===== src/rtl/game_sequencer.sv =====
// Game flow controller for the typing game: SELECT -> COUNTDOWN -> INGAME -> FINISH.
// Optional pause support is compiled in when GAME_SEQ_PAUSE_EN is defined.
module game_sequencer #(
   parameter int TICKS_PER_SEC  = 10,
   parameter int MAX_GAME_TICKS = 1800,
   parameter int MAX_VALUE      = 120,
   parameter int DEFAULT_VALUE  = 30
) (
   input  logic        clk_div,
   input  logic        rst,
   input  logic        start_key,
   input  logic        esc_key,
   input  logic        pause_key,
   input  logic        mode_sel,
   input  logic [6:0]  value_sel,
   input  logic        finish_in,
   output logic [1:0]  state,
   output logic        mode_lat,
   output logic [6:0]  value_lat,
   output logic [1:0]  cd_digit,
   output logic [10:0] elapsed,
   output logic        timeout,
   output logic        paused
);

   localparam int TICK_W = (TICKS_PER_SEC > 1) ? $clog2(TICKS_PER_SEC) : 1;
   localparam logic [TICK_W-1:0] TICK_LAST    = TICK_W'(TICKS_PER_SEC - 1);
   localparam logic [10:0]       ELAPSED_LAST = 11'(MAX_GAME_TICKS - 1);
   localparam logic [10:0]       ELAPSED_MAX  = 11'(MAX_GAME_TICKS);
   localparam logic [6:0]        VALUE_MAX    = 7'(MAX_VALUE);
   localparam logic [6:0]        VALUE_RESET  = 7'(DEFAULT_VALUE);

   typedef enum logic [1:0] {
      SELECT    = 2'd0,
      COUNTDOWN = 2'd1,
      INGAME    = 2'd2,
      FINISH    = 2'd3
   } gameState_t;

   gameState_t        state_q, state_d;
   logic              mode_q, mode_d;
   logic [6:0]        value_q, value_d;
   logic [1:0]        cd_q, cd_d;
   logic [TICK_W-1:0] tick_q, tick_d;
   logic [10:0]       elapsed_q, elapsed_d;
   logic              timeout_q, timeout_d;
   logic              startDly_q, escDly_q;
   logic              startRise, escRise;
   logic [6:0]        valueClamped;

   assign startRise = start_key & ~startDly_q;
   assign escRise   = esc_key & ~escDly_q;

   always_comb begin
      valueClamped = value_sel;
      if (value_sel == 7'd0)
         valueClamped = 7'd1;
      else if (value_sel > VALUE_MAX)
         valueClamped = VALUE_MAX;
   end

`ifdef GAME_SEQ_PAUSE_EN
   logic paused_q, paused_d;
   logic pauseDly_q;
   logic pauseRise;

   assign pauseRise = pause_key & ~pauseDly_q;

   always_ff @(posedge clk_div or posedge rst) begin
      if (rst) begin
         paused_q   <= 1'b0;
         pauseDly_q <= 1'b0;
      end else begin
         paused_q   <= paused_d;
         pauseDly_q <= pause_key;
      end
   end
`else
   logic paused_q;
   logic unusedPause;

   assign paused_q    = 1'b0;
   assign unusedPause = pause_key;
`endif

   always_ff @(posedge clk_div or posedge rst) begin
      if (rst) begin
         state_q    <= SELECT;
         mode_q     <= 1'b0;
         value_q    <= VALUE_RESET;
         cd_q       <= 2'd0;
         tick_q     <= '0;
         elapsed_q  <= 11'd0;
         timeout_q  <= 1'b0;
         startDly_q <= 1'b0;
         escDly_q   <= 1'b0;
      end else begin
         state_q    <= state_d;
         mode_q     <= mode_d;
         value_q    <= value_d;
         cd_q       <= cd_d;
         tick_q     <= tick_d;
         elapsed_q  <= elapsed_d;
         timeout_q  <= timeout_d;
         startDly_q <= start_key;
         escDly_q   <= esc_key;
      end
   end

   always_comb begin
      state_d   = state_q;
      mode_d    = mode_q;
      value_d   = value_q;
      cd_d      = cd_q;
      tick_d    = tick_q;
      elapsed_d = elapsed_q;
      timeout_d = timeout_q;
`ifdef GAME_SEQ_PAUSE_EN
      paused_d  = paused_q;
`endif

      case (state_q)
         SELECT: begin
            if (!escRise && startRise) begin
               state_d   = COUNTDOWN;
               mode_d    = mode_sel;
               value_d   = valueClamped;
               cd_d      = 2'd3;
               tick_d    = '0;
               elapsed_d = 11'd0;
               timeout_d = 1'b0;
            end
         end

         COUNTDOWN: begin
            if (escRise) begin
               state_d = SELECT;
               cd_d    = 2'd0;
            end else if (tick_q == TICK_LAST) begin
               tick_d = '0;
               if (cd_q == 2'd1) begin
                  state_d = INGAME;
                  cd_d    = 2'd0;
               end else begin
                  cd_d = cd_q - 2'd1;
               end
            end else begin
               tick_d = tick_q + 1'b1;
            end
         end

         // While paused only esc and a second pause press are honoured
         INGAME: begin
            if (escRise) begin
               state_d = SELECT;
            end
`ifdef GAME_SEQ_PAUSE_EN
            else if (paused_q) begin
               if (pauseRise)
                  paused_d = 1'b0;
            end
`endif
            else if (finish_in) begin
               state_d = FINISH;
            end else if (elapsed_q == ELAPSED_LAST) begin
               state_d   = FINISH;
               elapsed_d = ELAPSED_MAX;
               timeout_d = 1'b1;
            end
`ifdef GAME_SEQ_PAUSE_EN
            else if (pauseRise) begin
               paused_d = 1'b1;
            end
`endif
            else begin
               elapsed_d = elapsed_q + 11'd1;
            end
         end

         FINISH: begin
            if (startRise || escRise)
               state_d = SELECT;
         end

         default: state_d = SELECT;
      endcase

      // elapsed is left alone on return to SELECT so the last result stays visible
      if (state_d == SELECT) begin
         timeout_d = 1'b0;
`ifdef GAME_SEQ_PAUSE_EN
         paused_d  = 1'b0;
`endif
      end
   end

   assign state     = paused_q ? COUNTDOWN : state_q;
   assign mode_lat  = mode_q;
   assign value_lat = value_q;
   assign cd_digit  = cd_q;
   assign elapsed   = elapsed_q;
   assign timeout   = timeout_q;
   assign paused    = paused_q;

endmodule


===== config.mk =====
export PLATFORM = sky130hd
export DESIGN_NAME = game_sequencer
export DESIGN_NICKNAME = d
export VERILOG_FILES = /design/src/rtl/game_sequencer.sv
export SDC_FILE = /design/constraint.sdc
export NUM_CORES = 1
export LEC_CHECK = 0
export CAP_MARGIN = 5
export CORE_MARGIN = 3
export CORE_UTILIZATION = 35
export DETAILED_ROUTE_END_ITERATION = 8
export REMOVE_ABC_BUFFERS = 1
export SKIP_LAST_GASP = 1
export SLEW_MARGIN = 20
export SYNTH_ARGS = -nofsm -noshare
export SYNTH_HDL_FRONTEND = slang
export SYNTH_SLANG_ARGS = --single-unit

===== constraint.sdc =====
create_clock -name clk_div -period 1.9 [get_ports clk_div]
set_input_delay 0.38 -clock clk_div [delete_from_list [all_inputs] [get_ports clk_div]]
set_output_delay 0.38 -clock clk_div [all_outputs]
set_load 0.02 [all_outputs]

==> results.yml, run 1 <==
synthesis:
  synth.avg_cell_area_um2: 9.15
  netlist_area_um2: 1540
  synth-simple-area-share_pct: 25.6
  synthCells: 168
  synth.area.mux_share_pct: 0
  synth_common_cells: "nand2_1, dfrtp_1, nor2_1, o21ai_0, a21oi_1"
  ys_async_sr_fraction_pct: 100
  synth_area_leader_cell: "dfrtp_1"
  synth.top_cells.by_area: "dfrtp_1, nand2_1, dfstp_2"
  synth_top_area_share_pct: 42.3
  synth_edf_count: 0
  synth-xor-area-share_pct: 3.42
  synth-seq-cells: 30
  synth_flop_cell: "dfrtp_1"
  synth_compound_area_share_pct: 15.6
  ys_seq_area_share_pct: 49.2
  yosysWarnings: 0
  synth_cell_types: 38
  synth_most_common_cell: "nand2_1"
  synth_top_family_by_area: "simple AND/OR/NAND/NOR gates"
  synthAdderAreaFrac_pct: 3.26
grt:
  grt_pass1_wl_um: 6370
  antenna_found_initial: 0
  grt_pass1_vias: 1414
  grt_usage_pct: 15.5
  gr-total-overflow: 0
  grt_max_degree: 31
route:
  first_pass_iters: 4
  totalWireLength_um: 3730
  viasPerCell: 5.05
  vias: 1410
  final_antenna_net_count: 0
  drc: 0
  avgRoutedWirePerCell_um: 13.4
  initialDrtViolationCount: 123
die:
  die_h_um: 72.3
  die_area_um2: 5220
  die_width_um: 72.3
  num_io_pins: 39
  num_rows: 23
  start_util_pct: 37.3
  core_um2: 4120
critical_path:
  rrSetupSlack_ns: 0.09
  required_ns: 1.52
  crit_type: "reg2out"
  worstPathArrival_ns: 1.47
  cp-end-kind: "output pin"
  cp-start-kind: "register"
  cp_max_fo: 5
clocking:
  h-tree-depth: 2
  cts_tree: "yes"
  cts_sinks: 30
  cts_buffers: 5
  ctsRootBufferMaster: "clkbuf_8"
  holdBufCountCts: 0
  cts_max_path_buffers: 2
  path_clk_slew_ns: 0.06
  clk_latency_ns: 0.27
place:
  dp_hpwl_um: 2880
  dp.cells: 268
  io_buffers: 36
  gp_congestion: 0.817
layout:
  stdcell_count: 279
  drive_above_1_share_pct: 17.0
  diodes: 0
  synthToLayoutAreaGrowth_pct: 42.5
  fin_nets: 246
flow_run:
  cap_violations: 0
power:
  leakage_nw: 0.983
  power_mw: 1.67
  p_per_area_nw_per_um2: 763
  peakVddDrop_uv: 451
sta:
  setup_tns_ns: 0
  hold_viol_final: 0
  slew_violations: 0
  min_period_over_period_pct: 97.3
  post-route-min-period_ns: 1.85
  worst_clock_skew_ns: 0.00377
  fmax_ghz: 0.541
  setup_violations: 0
run_status:
  outcome: "complete, no violations"
min_path:
  hp-class: "reg2reg"
==> through the flow <==
| step | area, um^2 | worst slack (ns) | utilization, % | hold WS [ns] |
|---|---|---|---|---|
| after global placement | 2080 | -0.0167 | 50.5 | 0.455 |
| after detailed placement | 2080 | -0.0822 | 50.5 | 0.459 |
| final | 2190 | 0.0518 | 53.2 | 0.467 |
| after floorplan | 1510 | -0.00390 | - | 0.411 |
| after global routing | 2190 | -0.000274 | 53.2 | 0.491 |
| after CTS | 2180 | 0.000587 | 53.0 | 0.469 |
==> final cells by class <==
cell class / instances / area [um^2]
Tap cell: 50 / 62.6
Timing Repair Buffer: 59 / 533
Inverter: 3 / 11.3
Clock buffer: 8 / 80.1
Multi-Input combinational cell: 129 / 747
Fill cell: 385 / 1930
Sequential cell: 30 / 756
==> power by group <==
group          internal [mW]  total, mW  switching [mW]
Sequential             0.732      0.804          0.0718
Clock                  0.260      0.481           0.222
Combinational          0.186      0.387           0.200
==> sequential cells by signal, indices dropped and copies added (netlist names) <==
name and flops:
elapsed 11, mode_lat 1, state 2, tick_q 4
cd_digit 2, startDly_q 1, value_lat 7, escDly_q 1
timeout 1
==> placed cells by master, fill, tap and decap left out, drive strengths merged <==
master,instances
clkdlybuf4s50,36
nand2,30
dfrtp,26
buf,23
nor2,20
o21ai,18
clkbuf,8
a21oi,7
nand3,6
xor2,6
nor2b,4
dfstp,4
ha,4
nand4,3
inv,3
nor3,3
nand2b,2
and3,2
o31ai,2
a311oi,2
a22o,2
nor4,2
o211ai,2
o2111ai,2
or3,1
and4,1
and2,1
or4b,1
or4bb,1
o21a,1
nand3b,1
or4,1
a41oi,1
a32oi,1
a31oi,1
conb,1
==> path summary, 6_finish.rpt <==
| kind | cells past startpoint | endpoint | startpoint |
|---|---|---|---|
| setup / recovery | 3 | elapsed[0] | elapsed[0] |
| min in group asynchronous | 3 | elapsed[10] | rst |
| hold / removal | 2 | value_lat[4] | value_lat[4] |
| hold reg to reg | 2 | value_lat[4] | value_lat[4] |
| setup reg to reg | 7 | elapsed[0] | elapsed[0] |
| max in group asynchronous | 3 | value_lat[3] | rst |
==> logic make-up (layout without fill, tap and decap cells) <==
family / Yosys count / in the layout
xor+xnor: 6 / 6
flops: 30 / 30
buf+inv: 9 / 70
fa+ha+maj: 4 / 4
other cells: 1 / 1
simple gates: 79 / 79
compound gates: 39 / 39
==> critical path, cell delays in order (launching register included) <==
cell and delay [ns]:
dfrtp_1 0.39, buf_4 0.13, buf_4 0.14, clkdlybuf4s50_1 0.53
==> what timing repair did <==
action                                  4_1_cts  5_1_grt
pin swaps                                     2        2
gates resized for setup                       2        1
buffers inserted                              2        1
endpoints found under the setup margin        1        8
==> metal layers <==
layer	global-route usage, %	share of wire [%]	routed length (um)
met5	0	0	0
met2	26.2	50	1860
met3	3.05	2.9	109
met1	19.2	45	1690
met4	6.26	1.6	59
(Power assumes the default switching activity.)
==> inputs of run 2 (changes only) <==
- CORE_MARGIN: 3 -> 2
==> run 2 against run 1 <==
Net effect: sequential power hardly changed; total power is 11% higher; die area is 5.5% lower; non-clock buffer count is 1 higher; sequential share of layout area is 0.83 points lower; critical path type is now reg2reg; critical endpoint is now elapsed[9]; largest cell class unchanged.
==> results.yml, run 2 (synthesis results as in run 1) <==
min_path:
  holdPathStages: 2
  hp-class: "reg2reg"
die:
  num_io_pins: 39
  die_area_um2: 4940
  die_width_um: 70.3
  num_rows: 24
  die_h_um: 70.3
  core_um2: 4290
  start_util_pct: 35.8
grt:
  grt_max_degree: 31
  gr-total-overflow: 0
  grt_pass1_vias: 1414
  grt_usage_pct: 15.8
  antenna_found_initial: 0
  grt_pass1_wl_um: 6200
layout:
  drive_above_1_share_pct: 18.7
  largest_register_ffs: 11
  fin_nets: 247
  synthToLayoutAreaGrowth_pct: 46.3
  fin_util_pct: 52.3
  seq_area_um2: 757
  multi_input_area_um2: 757
  mostFrequentLayoutCell: "clkdlybuf4s50_1"
  final_cell_mix: "clkdlybuf4s50_1, nand2_1, dfrtp_1"
  fillers: 414
  diodes: 0
  stdcell_count: 282
clocking:
  cts_sinks: 30
  cts_tree: "yes"
  cts_max_path_buffers: 2
  cts_buffers: 5
  ctsRootBufferMaster: "clkbuf_8"
  path_clk_slew_ns: 0.06
  h-tree-depth: 2
  holdBufCountCts: 0
  clk_latency_ns: 0.28
critical_path:
  cp_max_fo: 5
  rr_worst_depth: 6
  required_ns: 2.08
  cp-start-kind: "register"
  worstPathArrival_ns: 2.00
  crit_type: "reg2reg"
  cp-end-kind: "register"
sta:
  worst_clock_skew_ns: 0.00344
  post-route-min-period_ns: 1.81
  setup_violations: 0
  slew_violations: 0
  min_period_over_period_pct: 95.5
  fmax_ghz: 0.551
  setup_tns_ns: 0
  hold_viol_final: 0
route:
  avgRoutedWirePerCell_um: 13.0
  vias: 1443
  viasPerCell: 5.12
  totalWireLength_um: 3670
  initialDrtViolationCount: 53
  drc: 0
  final_antenna_net_count: 0
  first_pass_iters: 4
flow_run:
  cap_violations: 0
place:
  io_buffers: 36
  gp_congestion: 0.840
  dp.cells: 271
  dp_hpwl_um: 2770
power:
  peakVddDrop_uv: 613
  power_mw: 1.86
  leakage_nw: 1.00
  p_per_area_nw_per_um2: 826
run_status:
  outcome: "complete, no violations"
[run 2: path summary, 6_finish.rpt]
check / start / slack, ns / end
setup / recovery: elapsed[0] / 0.09 / elapsed[9]
hold / removal: value_lat[3] / 0.46 / value_lat[3]
setup reg to reg: elapsed[0] / 0.09 / elapsed[9]
hold reg to reg: value_lat[3] / 0.46 / value_lat[3]
max in group asynchronous: rst / 1.10 / value_lat[1]
min in group asynchronous: rst / 0.48 / tick_q[0]
[run 2: final cells by class]
| class | instances | area share, % |
|---|---|---|
| sequential | 30 | 33.7 |
| multi-input combinational | 129 | 33.7 |
| timing repair buffer | 60 | 24.1 |
| clock buffer | 7 | 3.84 |
| tap | 52 | 2.90 |
| clock inverter | 1 | 1.34 |
| inverter | 3 | 0.501 |
[run 2: power by group]
group | switching, mW | internal, mW | total, mW
Clock | 0.237 | 0.427 | 0.664
Combinational | 0.202 | 0.188 | 0.389
Sequential | 0.0711 | 0.732 | 0.803
Total | 0.510 | 1.35 | 1.86
[run 2: layer usage]
layer / vias up / track usage [%] / part of all wire (%)
met4: 0 / 5.77 / 1.5
met1: 689 / 18.8 / 44
met3: 7 / 3.75 / 4.0
li1: 717 / - / -
met2: 30 / 27.6 / 51
met5: - / 0 / 0
[run 2: stage by stage]
| step | hold WS [ns] | area (um^2) | setup slack [ns] |
|---|---|---|---|
| CTS | 0.466 | 2200 | 0.00215 |
| global route | 0.476 | 2250 | -0.0202 |
| detailed placement | 0.451 | 2090 | -0.0485 |
| global placement | 0.453 | 2090 | -0.00785 |
| finish | 0.461 | 2250 | 0.0861 |
| floorplan | 0.411 | 1510 | -0.00390 |
[run 2: worst max-delay path: stages, from the launching register on]
cell      delay (ns)
dfrtp_1         0.40
ha_4            0.15
or4bb_4         0.47
nor3_4          0.31
o21a_1          0.15
nor2_1          0.04
a311oi_1        0.20
[run 2: what timing repair did]
item                                    4_1_cts  5_1_grt
resized for setup                             0        5
endpoints found under the setup margin        0        7
buffers inserted                              0        3
